[config.mk]
export PLATFORM = sky130hd
export DESIGN_NAME = quadrilatero_tile_sequencer
export DESIGN_NICKNAME = d
export VERILOG_FILES = /design/src/rtl/quadrilatero_instr_pkg.sv /design/src/rtl/quadrilatero_pkg.sv /design/src/rtl/quadrilatero_instr_encoder.sv /design/src/rtl/quadrilatero_tile_sequencer.sv
export SDC_FILE = /design/constraint.sdc
export NUM_CORES = 1
export LEC_CHECK = 0
export CORE_MARGIN = 4
export CORE_UTILIZATION = 48
export CTS_CLUSTER_DIAMETER = 120
export DETAILED_ROUTE_END_ITERATION = 12
export PLACE_DENSITY = 0.82
export RECOVER_POWER = 100
export SYNTH_ARGS = -nofsm -noshare
export SYNTH_HDL_FRONTEND = slang
export SYNTH_SLANG_ARGS = --single-unit
[constraint.sdc]
create_clock -name clk_i -period 4.2 [get_ports clk_i]
set_input_delay 0.63 -clock clk_i [delete_from_list [all_inputs] [get_ports clk_i]]
set_output_delay 0.63 -clock clk_i [all_outputs]
set_load 0.03 [all_outputs]
[src/rtl/quadrilatero_instr_pkg.sv]
// Matrix-extension opcode constants (wildcard operand bits already zero) and operand field positions.
package quadrilatero_instr_pkg;

  localparam logic [31:0] MLD_B    = 32'h0200_002B;
  localparam logic [31:0] MLD_H    = 32'h0200_102B;
  localparam logic [31:0] MLD_W    = 32'h0200_202B;
  localparam logic [31:0] MST_W    = 32'h0400_202B;
  localparam logic [31:0] MZERO    = 32'h0600_002B;
  localparam logic [31:0] MMAQA_B  = 32'h0800_002B;
  localparam logic [31:0] MMADA_H  = 32'h0800_102B;
  localparam logic [31:0] MMASA_W  = 32'h0800_202B;
  localparam logic [31:0] FMMACC_H = 32'h0A00_102B;
  localparam logic [31:0] FMMACC_S = 32'h0A00_202B;

  localparam int MS_ACC_LSB  = 15;
  localparam int MS_WGT_LSB  = 18;
  localparam int MS_DATA_LSB = 21;
  localparam int MD_LSB      = 7;
  localparam int RS1_LSB     = 15;
  localparam int RS2_LSB     = 20;

endpackage

[src/rtl/quadrilatero_pkg.sv]
// Shared types for the tile-GEMM instruction sequencer.
package quadrilatero_pkg;

  typedef enum logic [1:0] {SIZE_8, SIZE_16, SIZE_32} datatype_t;

  typedef enum logic [2:0] {IDLE, ZERO, LD_A, LD_B, MAC, ST} seq_state_t;

  // Wide enough for any sensible MAX_K; the port width is zero-extended into it.
  localparam int CMD_K_W = 8;

  typedef struct packed {
    logic [CMD_K_W-1:0] k;
    datatype_t          datatype;
    logic               is_float;
    logic [4:0]         a_reg;
    logic [4:0]         b_reg;
    logic [4:0]         c_reg;
    logic [4:0]         stride_reg;
  } tile_cmd_t;

endpackage

[src/rtl/quadrilatero_instr_encoder.sv]
// Combinational encoder: maps sequencer state, latched command and k index to a 32-bit instruction.
module quadrilatero_instr_encoder
  import quadrilatero_pkg::*;
  import quadrilatero_instr_pkg::*;
#(
  parameter int ACC_REG  = 0,
  parameter int DATA_REG = 1,
  parameter int WGT_REG  = 2
) (
  input  seq_state_t         state_i,
  input  tile_cmd_t          cmd_i,
  input  logic [CMD_K_W-1:0] k_i,
  output logic [31:0]        instr_o
);

  localparam logic [2:0] ACC  = 3'(ACC_REG);
  localparam logic [2:0] DATA = 3'(DATA_REG);
  localparam logic [2:0] WGT  = 3'(WGT_REG);

  logic [4:0]  a_rs1, b_rs1;
  logic [31:0] mld_op, mac_op, stride_f;

  // Five-bit sums wrap the scalar register index modulo 32.
  assign a_rs1    = cmd_i.a_reg + k_i[4:0];
  assign b_rs1    = cmd_i.b_reg + k_i[4:0];
  assign stride_f = 32'(cmd_i.stride_reg) << RS2_LSB;

  always_comb begin
    mld_op = MLD_W;
    mac_op = MMASA_W;
    case (cmd_i.datatype)
      SIZE_8:  begin mld_op = MLD_B; mac_op = MMAQA_B;  end
      SIZE_16: begin mld_op = MLD_H; mac_op = cmd_i.is_float ? FMMACC_H : MMADA_H; end
      default: begin mld_op = MLD_W; mac_op = cmd_i.is_float ? FMMACC_S : MMASA_W; end
    endcase
  end

  always_comb begin
    instr_o = '0;
    case (state_i)
      ZERO: instr_o = MZERO | (32'(ACC) << MS_ACC_LSB);
      LD_A: instr_o = mld_op | (32'(DATA) << MD_LSB) | (32'(a_rs1) << RS1_LSB) | stride_f;
      LD_B: instr_o = mld_op | (32'(WGT) << MD_LSB) | (32'(b_rs1) << RS1_LSB) | stride_f;
      MAC:  instr_o = mac_op | (32'(ACC) << MS_ACC_LSB) | (32'(WGT) << MS_WGT_LSB)
                             | (32'(DATA) << MS_DATA_LSB);
      ST:   instr_o = MST_W | (32'(ACC) << MD_LSB) | (32'(cmd_i.c_reg) << RS1_LSB) | stride_f;
      default: instr_o = '0;
    endcase
  end

endmodule

[src/rtl/quadrilatero_tile_sequencer.sv]
// Expands one tile-GEMM command into MZERO, K x (MLD A, MLD B, MAC), MST over valid/ready.
module quadrilatero_tile_sequencer
  import quadrilatero_pkg::*;
#(
  parameter int MAX_K    = 4,
  parameter int ACC_REG  = 0,
  parameter int DATA_REG = 1,
  parameter int WGT_REG  = 2,
  localparam int KW      = $clog2(MAX_K + 1)
) (
  input  logic            clk_i,
  input  logic            rst_ni,
  input  logic            cmd_valid_i,
  output logic            cmd_ready_o,
  input  logic [KW-1:0]   cmd_k_i,
  input  datatype_t       cmd_datatype_i,
  input  logic            cmd_is_float_i,
  input  logic [4:0]      cmd_a_reg_i,
  input  logic [4:0]      cmd_b_reg_i,
  input  logic [4:0]      cmd_c_reg_i,
  input  logic [4:0]      cmd_stride_reg_i,
  output logic [31:0]     instr_o,
  output logic            instr_valid_o,
  input  logic            instr_ready_i,
  output logic            busy_o,
  output logic            done_o,
  output logic            err_o
);

  seq_state_t         state_q, state_d;
  tile_cmd_t          cmd_q, cmd_d;
  logic [CMD_K_W-1:0] k_q, k_d;
  logic               err_q, err_d;
  logic               fire, illegal, last_k;

  assign fire    = (state_q != IDLE) && instr_ready_i;
  assign illegal = (cmd_is_float_i && (cmd_datatype_i == SIZE_8))
                || (CMD_K_W'(cmd_k_i) > CMD_K_W'(MAX_K));
  assign last_k  = (k_q == (cmd_q.k - CMD_K_W'(1)));

  always_ff @(posedge clk_i or negedge rst_ni) begin
    if (!rst_ni) begin
      state_q <= IDLE;
      cmd_q   <= '0;
      k_q     <= '0;
      err_q   <= 1'b0;
    end else begin
      state_q <= state_d;
      cmd_q   <= cmd_d;
      k_q     <= k_d;
      err_q   <= err_d;
    end
  end

  always_comb begin
    state_d = state_q;
    cmd_d   = cmd_q;
    k_d     = k_q;
    err_d   = 1'b0;
    case (state_q)
      IDLE: if (cmd_valid_i) begin
        cmd_d.k          = CMD_K_W'(cmd_k_i);
        cmd_d.datatype   = cmd_datatype_i;
        cmd_d.is_float   = cmd_is_float_i;
        cmd_d.a_reg      = cmd_a_reg_i;
        cmd_d.b_reg      = cmd_b_reg_i;
        cmd_d.c_reg      = cmd_c_reg_i;
        cmd_d.stride_reg = cmd_stride_reg_i;
        // Illegal commands are consumed and flagged but never leave IDLE.
        if (illegal) begin
          err_d = 1'b1;
        end else begin
          state_d = ZERO;
          k_d     = '0;
        end
      end
      ZERO: if (fire) state_d = (cmd_q.k != '0) ? LD_A : ST;
      LD_A: if (fire) state_d = LD_B;
      LD_B: if (fire) state_d = MAC;
      MAC:  if (fire) begin
        if (last_k) begin
          state_d = ST;
        end else begin
          state_d = LD_A;
          k_d     = k_q + CMD_K_W'(1);
        end
      end
      ST:   if (fire) state_d = IDLE;
      default: state_d = IDLE;
    endcase
  end

  always_comb begin
    cmd_ready_o   = (state_q == IDLE);
    busy_o        = (state_q != IDLE);
    instr_valid_o = (state_q != IDLE);
    done_o        = (state_q == ST) && instr_ready_i;
    err_o         = err_q;
  end

  quadrilatero_instr_encoder #(
    .ACC_REG  (ACC_REG),
    .DATA_REG (DATA_REG),
    .WGT_REG  (WGT_REG)
  ) u_encoder (
    .state_i  (state_q),
    .cmd_i    (cmd_q),
    .k_i      (k_q),
    .instr_o  (instr_o)
  );

endmodule

==> impl_metrics.tcl <==
set metrics [dict create \
    place_area_um2 2940 \
    synth-warning-count 0 \
    globalRouteOverflowTotal 0 \
    final_critical_path_setup_slack_ps 161 \
    number_of_design_rule_violations_left_by_the_first_detailed_router_iteration 158 \
    yosysSeqAreaShare_pct 39.5 \
    post_synth_main_area_contributors "sky130_fd_sc_hd__dfrtp_1 40%, sky130_fd_sc_hd__mux2_2 15%, sky130_fd_sc_hd__buf_4 4.7%" \
    cp-end-kind "output port" \
    cts_repair_resize_count 0 \
    design.portCount 67 \
    setup_clock_skew_after_layout_ps 5.39 \
    die_width_um 78.8 \
    postCtsSetupBuffers 0 \
    stdcell_area_um2 3040 \
    yosys_register_bits 38 \
    wire_per_inst_um 15.4 \
    top_count_cell_post_synth "sky130_fd_sc_hd__dfrtp_1" \
    slowest_delay_ps 700 \
    timing.slew.headroom_pct -32.7 \
    status "finished, violations left" \
    hold_path_startpoint "cmd_q[3]$_DFFE_PN0P_" \
    min_delay_path_depth 1 \
    timing.critical_path.from_type "flip-flop" \
    cts_htree_levels 2 \
    ff2ff_path_depth 8 \
    timing.critical_path.cells "nor2b_1, buf_4, nand2_1, mux2_2, ha_1, fa_1, a21o_1, a21oi_1, xnor2_1, o22ai_1, clkdlybuf4s50_1" \
    area_delta_synth_final_pct 26.3 \
    routabilityCongestion 0.860 \
    max_slew.worst_pin.slew_ps 1990 \
    timing.rr.start "state_q[0]$_DFFE_PN0P_" \
    report.final.slew_viol_count 69 \
    cp.required_ps 3570 \
    die_h_um 78.8 \
    numCtsBuffers 5 \
    worstHoldPathType "reg -> reg" \
    path_class "reg -> out" \
    worstSetupStartpoint "state_q[1]$_DFFE_PN0P_" \
    post_synthesis_cell_area_um2 2410 \
    io_buffers 55 \
    synthDistinctLibCells 52 \
    synth.largest_area_cell "sky130_fd_sc_hd__dfrtp_1" \
    n_antenna_cell 0 \
    hold_violations 0 \
    synth-edff-count 0 \
    holdWs_ps 504 \
    async_reset_ff_share_pct 100 \
    dpl.hpwl_mm 4.13 \
    groute.usage.overall_pct 19.3 \
    cts_tree "done" \
    cts.hold.buffers_added 0 \
    drive_above_1_share_pct 15.6 \
    viasPerCell 5.52 \
    clk_pin_slew_ps 70 \
    min_period_over_period_pct 96.2 \
    critical-path-slowest-cell "sky130_fd_sc_hd__clkdlybuf4s50_1" \
    die_area_um2 6210 \
    failed_checks "capacitance limit, slew limit" \
    syn_inst 244 \
    layout.nets 331 \
    totalWireLength_mm 5.55 \
    max_clock_freq_mhz 248 \
    worstPathMaxFanout 6 \
    standby_leakage_power_nw 1.34 \
    maximum_number_of_pins_on_one_net_before_global_route_repair 39 \
    antenna_violations_before_repair 0 \
    dpl_worst_slack_ps 466 \
    first_global_vias 1981 \
    max_cap_viol_count 2 \
    layout_min_cycle_time_ps 4040 \
    filler_cell_count 398 \
    ys_top_cells_by_count "38 x sky130_fd_sc_hd__dfrtp_1, 31 x sky130_fd_sc_hd__mux2_2, 15 x sky130_fd_sc_hd__buf_4" \
    clock_sinks 38 \
    rsz0062_at_grt "no" \
    synthesized_area_divided_by_synthesized_cell_count_um2 9.86 \
    fin_tns_setup_ps 0 \
    coreArea_um2 4790 \
    first_pass_iters 4 \
    clockRootBuffer "sky130_fd_sc_hd__clkbuf_8" \
    setup_violations_final 0 \
    synth_top_flop_cell "sky130_fd_sc_hd__dfrtp_1" \
    worst-endpoint-arrival_ps 3410 \
    initial_core_util_pct 50.3 \
    placementRows 25 \
    skew_pair_late_insertion_delay_ps 290 \
    detail-route-antenna-nets 0 \
    post-route-drc-count 0 \
    via_count 1993 \
    power_dens_cells_nw_per_um2 770 \
    cts.path.max_buffers 2 \
    ir_drop_mv 0.460 \
    synth_top_cell_area_share_pct 39.5 \
    grt_pass1_wl_mm 9.34 \
]
[per-layer routing]
metal | vias up | wire length, um | track usage, %
met3 | 17 | 290 | 4.08
li1 | 941 | - | -
met4 | 0 | 199 | 10.5
met1 | 964 | 2340 | 23.6
met2 | 71 | 2720 | 31.9
met5 | - | 0 | 0
[stage by stage]
| stage | power (mW) | util (%) | cells |
|---|---|---|---|
| global placement | 2.05 | 61.4 | 353 |
| CTS | 2.42 | 63.8 | 361 |
| global route | 2.51 | 63.5 | 361 |
| detailed placement | 2.09 | 61.4 | 353 |
| finish | 2.34 | 63.5 | 361 |
| floorplan | 1.66 | - | 254 |
[kinds of logic after synthesis]
| family | after synthesis | share of synthesized area [%] |
|---|---|---|
| xor gates and xnor gates | 8 | 2.91 |
| DFF | 38 | 39.5 |
| muxes | 33 | 15.3 |
| AOI/OAI and AO/OA | 48 | 13.2 |
| and+or+nand+nor | 71 | 15.6 |
| adders and majority gates | 9 | 4.89 |
| buffers and inverters | 36 | 8.42 |
| other | 1 | 0.156 |
[placed cells by master, fill, tap and decap left out, types with 7 or more instances in the layout]
| cell type | count |
|---|---|
| sky130_fd_sc_hd__dfrtp_1 | 38 |
| sky130_fd_sc_hd__mux2_2 | 30 |
| sky130_fd_sc_hd__clkdlybuf4s50_1 | 29 |
| sky130_fd_sc_hd__dlygate4sd3_1 | 25 |
| sky130_fd_sc_hd__nor2_1 | 14 |
| sky130_fd_sc_hd__nand2_1 | 14 |
| sky130_fd_sc_hd__o21ai_0 | 13 |
| sky130_fd_sc_hd__nand3_1 | 13 |
| sky130_fd_sc_hd__conb_1 | 11 |
| sky130_fd_sc_hd__a21oi_1 | 10 |
| sky130_fd_sc_hd__inv_1 | 8 |
| sky130_fd_sc_hd__ha_1 | 7 |
[critical path: cells and delay by family (launching register included)]
kind	cells	cell delay, ps
AO/OA/AOI/OAI	3	500
multiplexers	1	370
XOR/XNOR	1	90
adder cells (fa/ha/maj)	2	630
flip-flops	1	370
buffers and inverters	2	850
AND/OR/NAND/NOR	2	310
[layout make-up]
cell class                 count  area [um^2]  area share [%]
multi-input combinational    180         1280            42.3
sequential                    38          951            31.3
timing repair buffer          60          574            18.9
tap                           67         83.8            2.76
clock buffer                   5         68.8            2.27
clock inverter                 3         45.0            1.48
inverter                       8         30.0           0.988
[path summary, 6_finish.rpt]
path	endpoint	slack [ps]
setup / recovery	instr_o[19]	160
hold / removal	cmd_q[3]$_DFFE_PN0P_	500
setup reg to reg	k_q[0]$_DFFE_PN0P_	570
hold reg to reg	cmd_q[3]$_DFFE_PN0P_	500
max in group asynchronous	cmd_q[10]$_DFFE_PN0P_	2170
min in group asynchronous	cmd_q[18]$_DFFE_PN0P_	900
[flip-flops by register name, indices dropped and copies added, names as in the netlist]
register,cells
state_q,3
err_o,1
k_q,8
cmd_q,26
[power by group]
group	leakage, nW	internal (mW)	switching [mW]	total [mW]
clock	0.0504	0.177	0.131	0.308
sequential	0.468	0.526	0.122	0.648
combinational	0.820	0.604	0.780	1.38
Note: power is estimated with default switching activity, not from simulation.
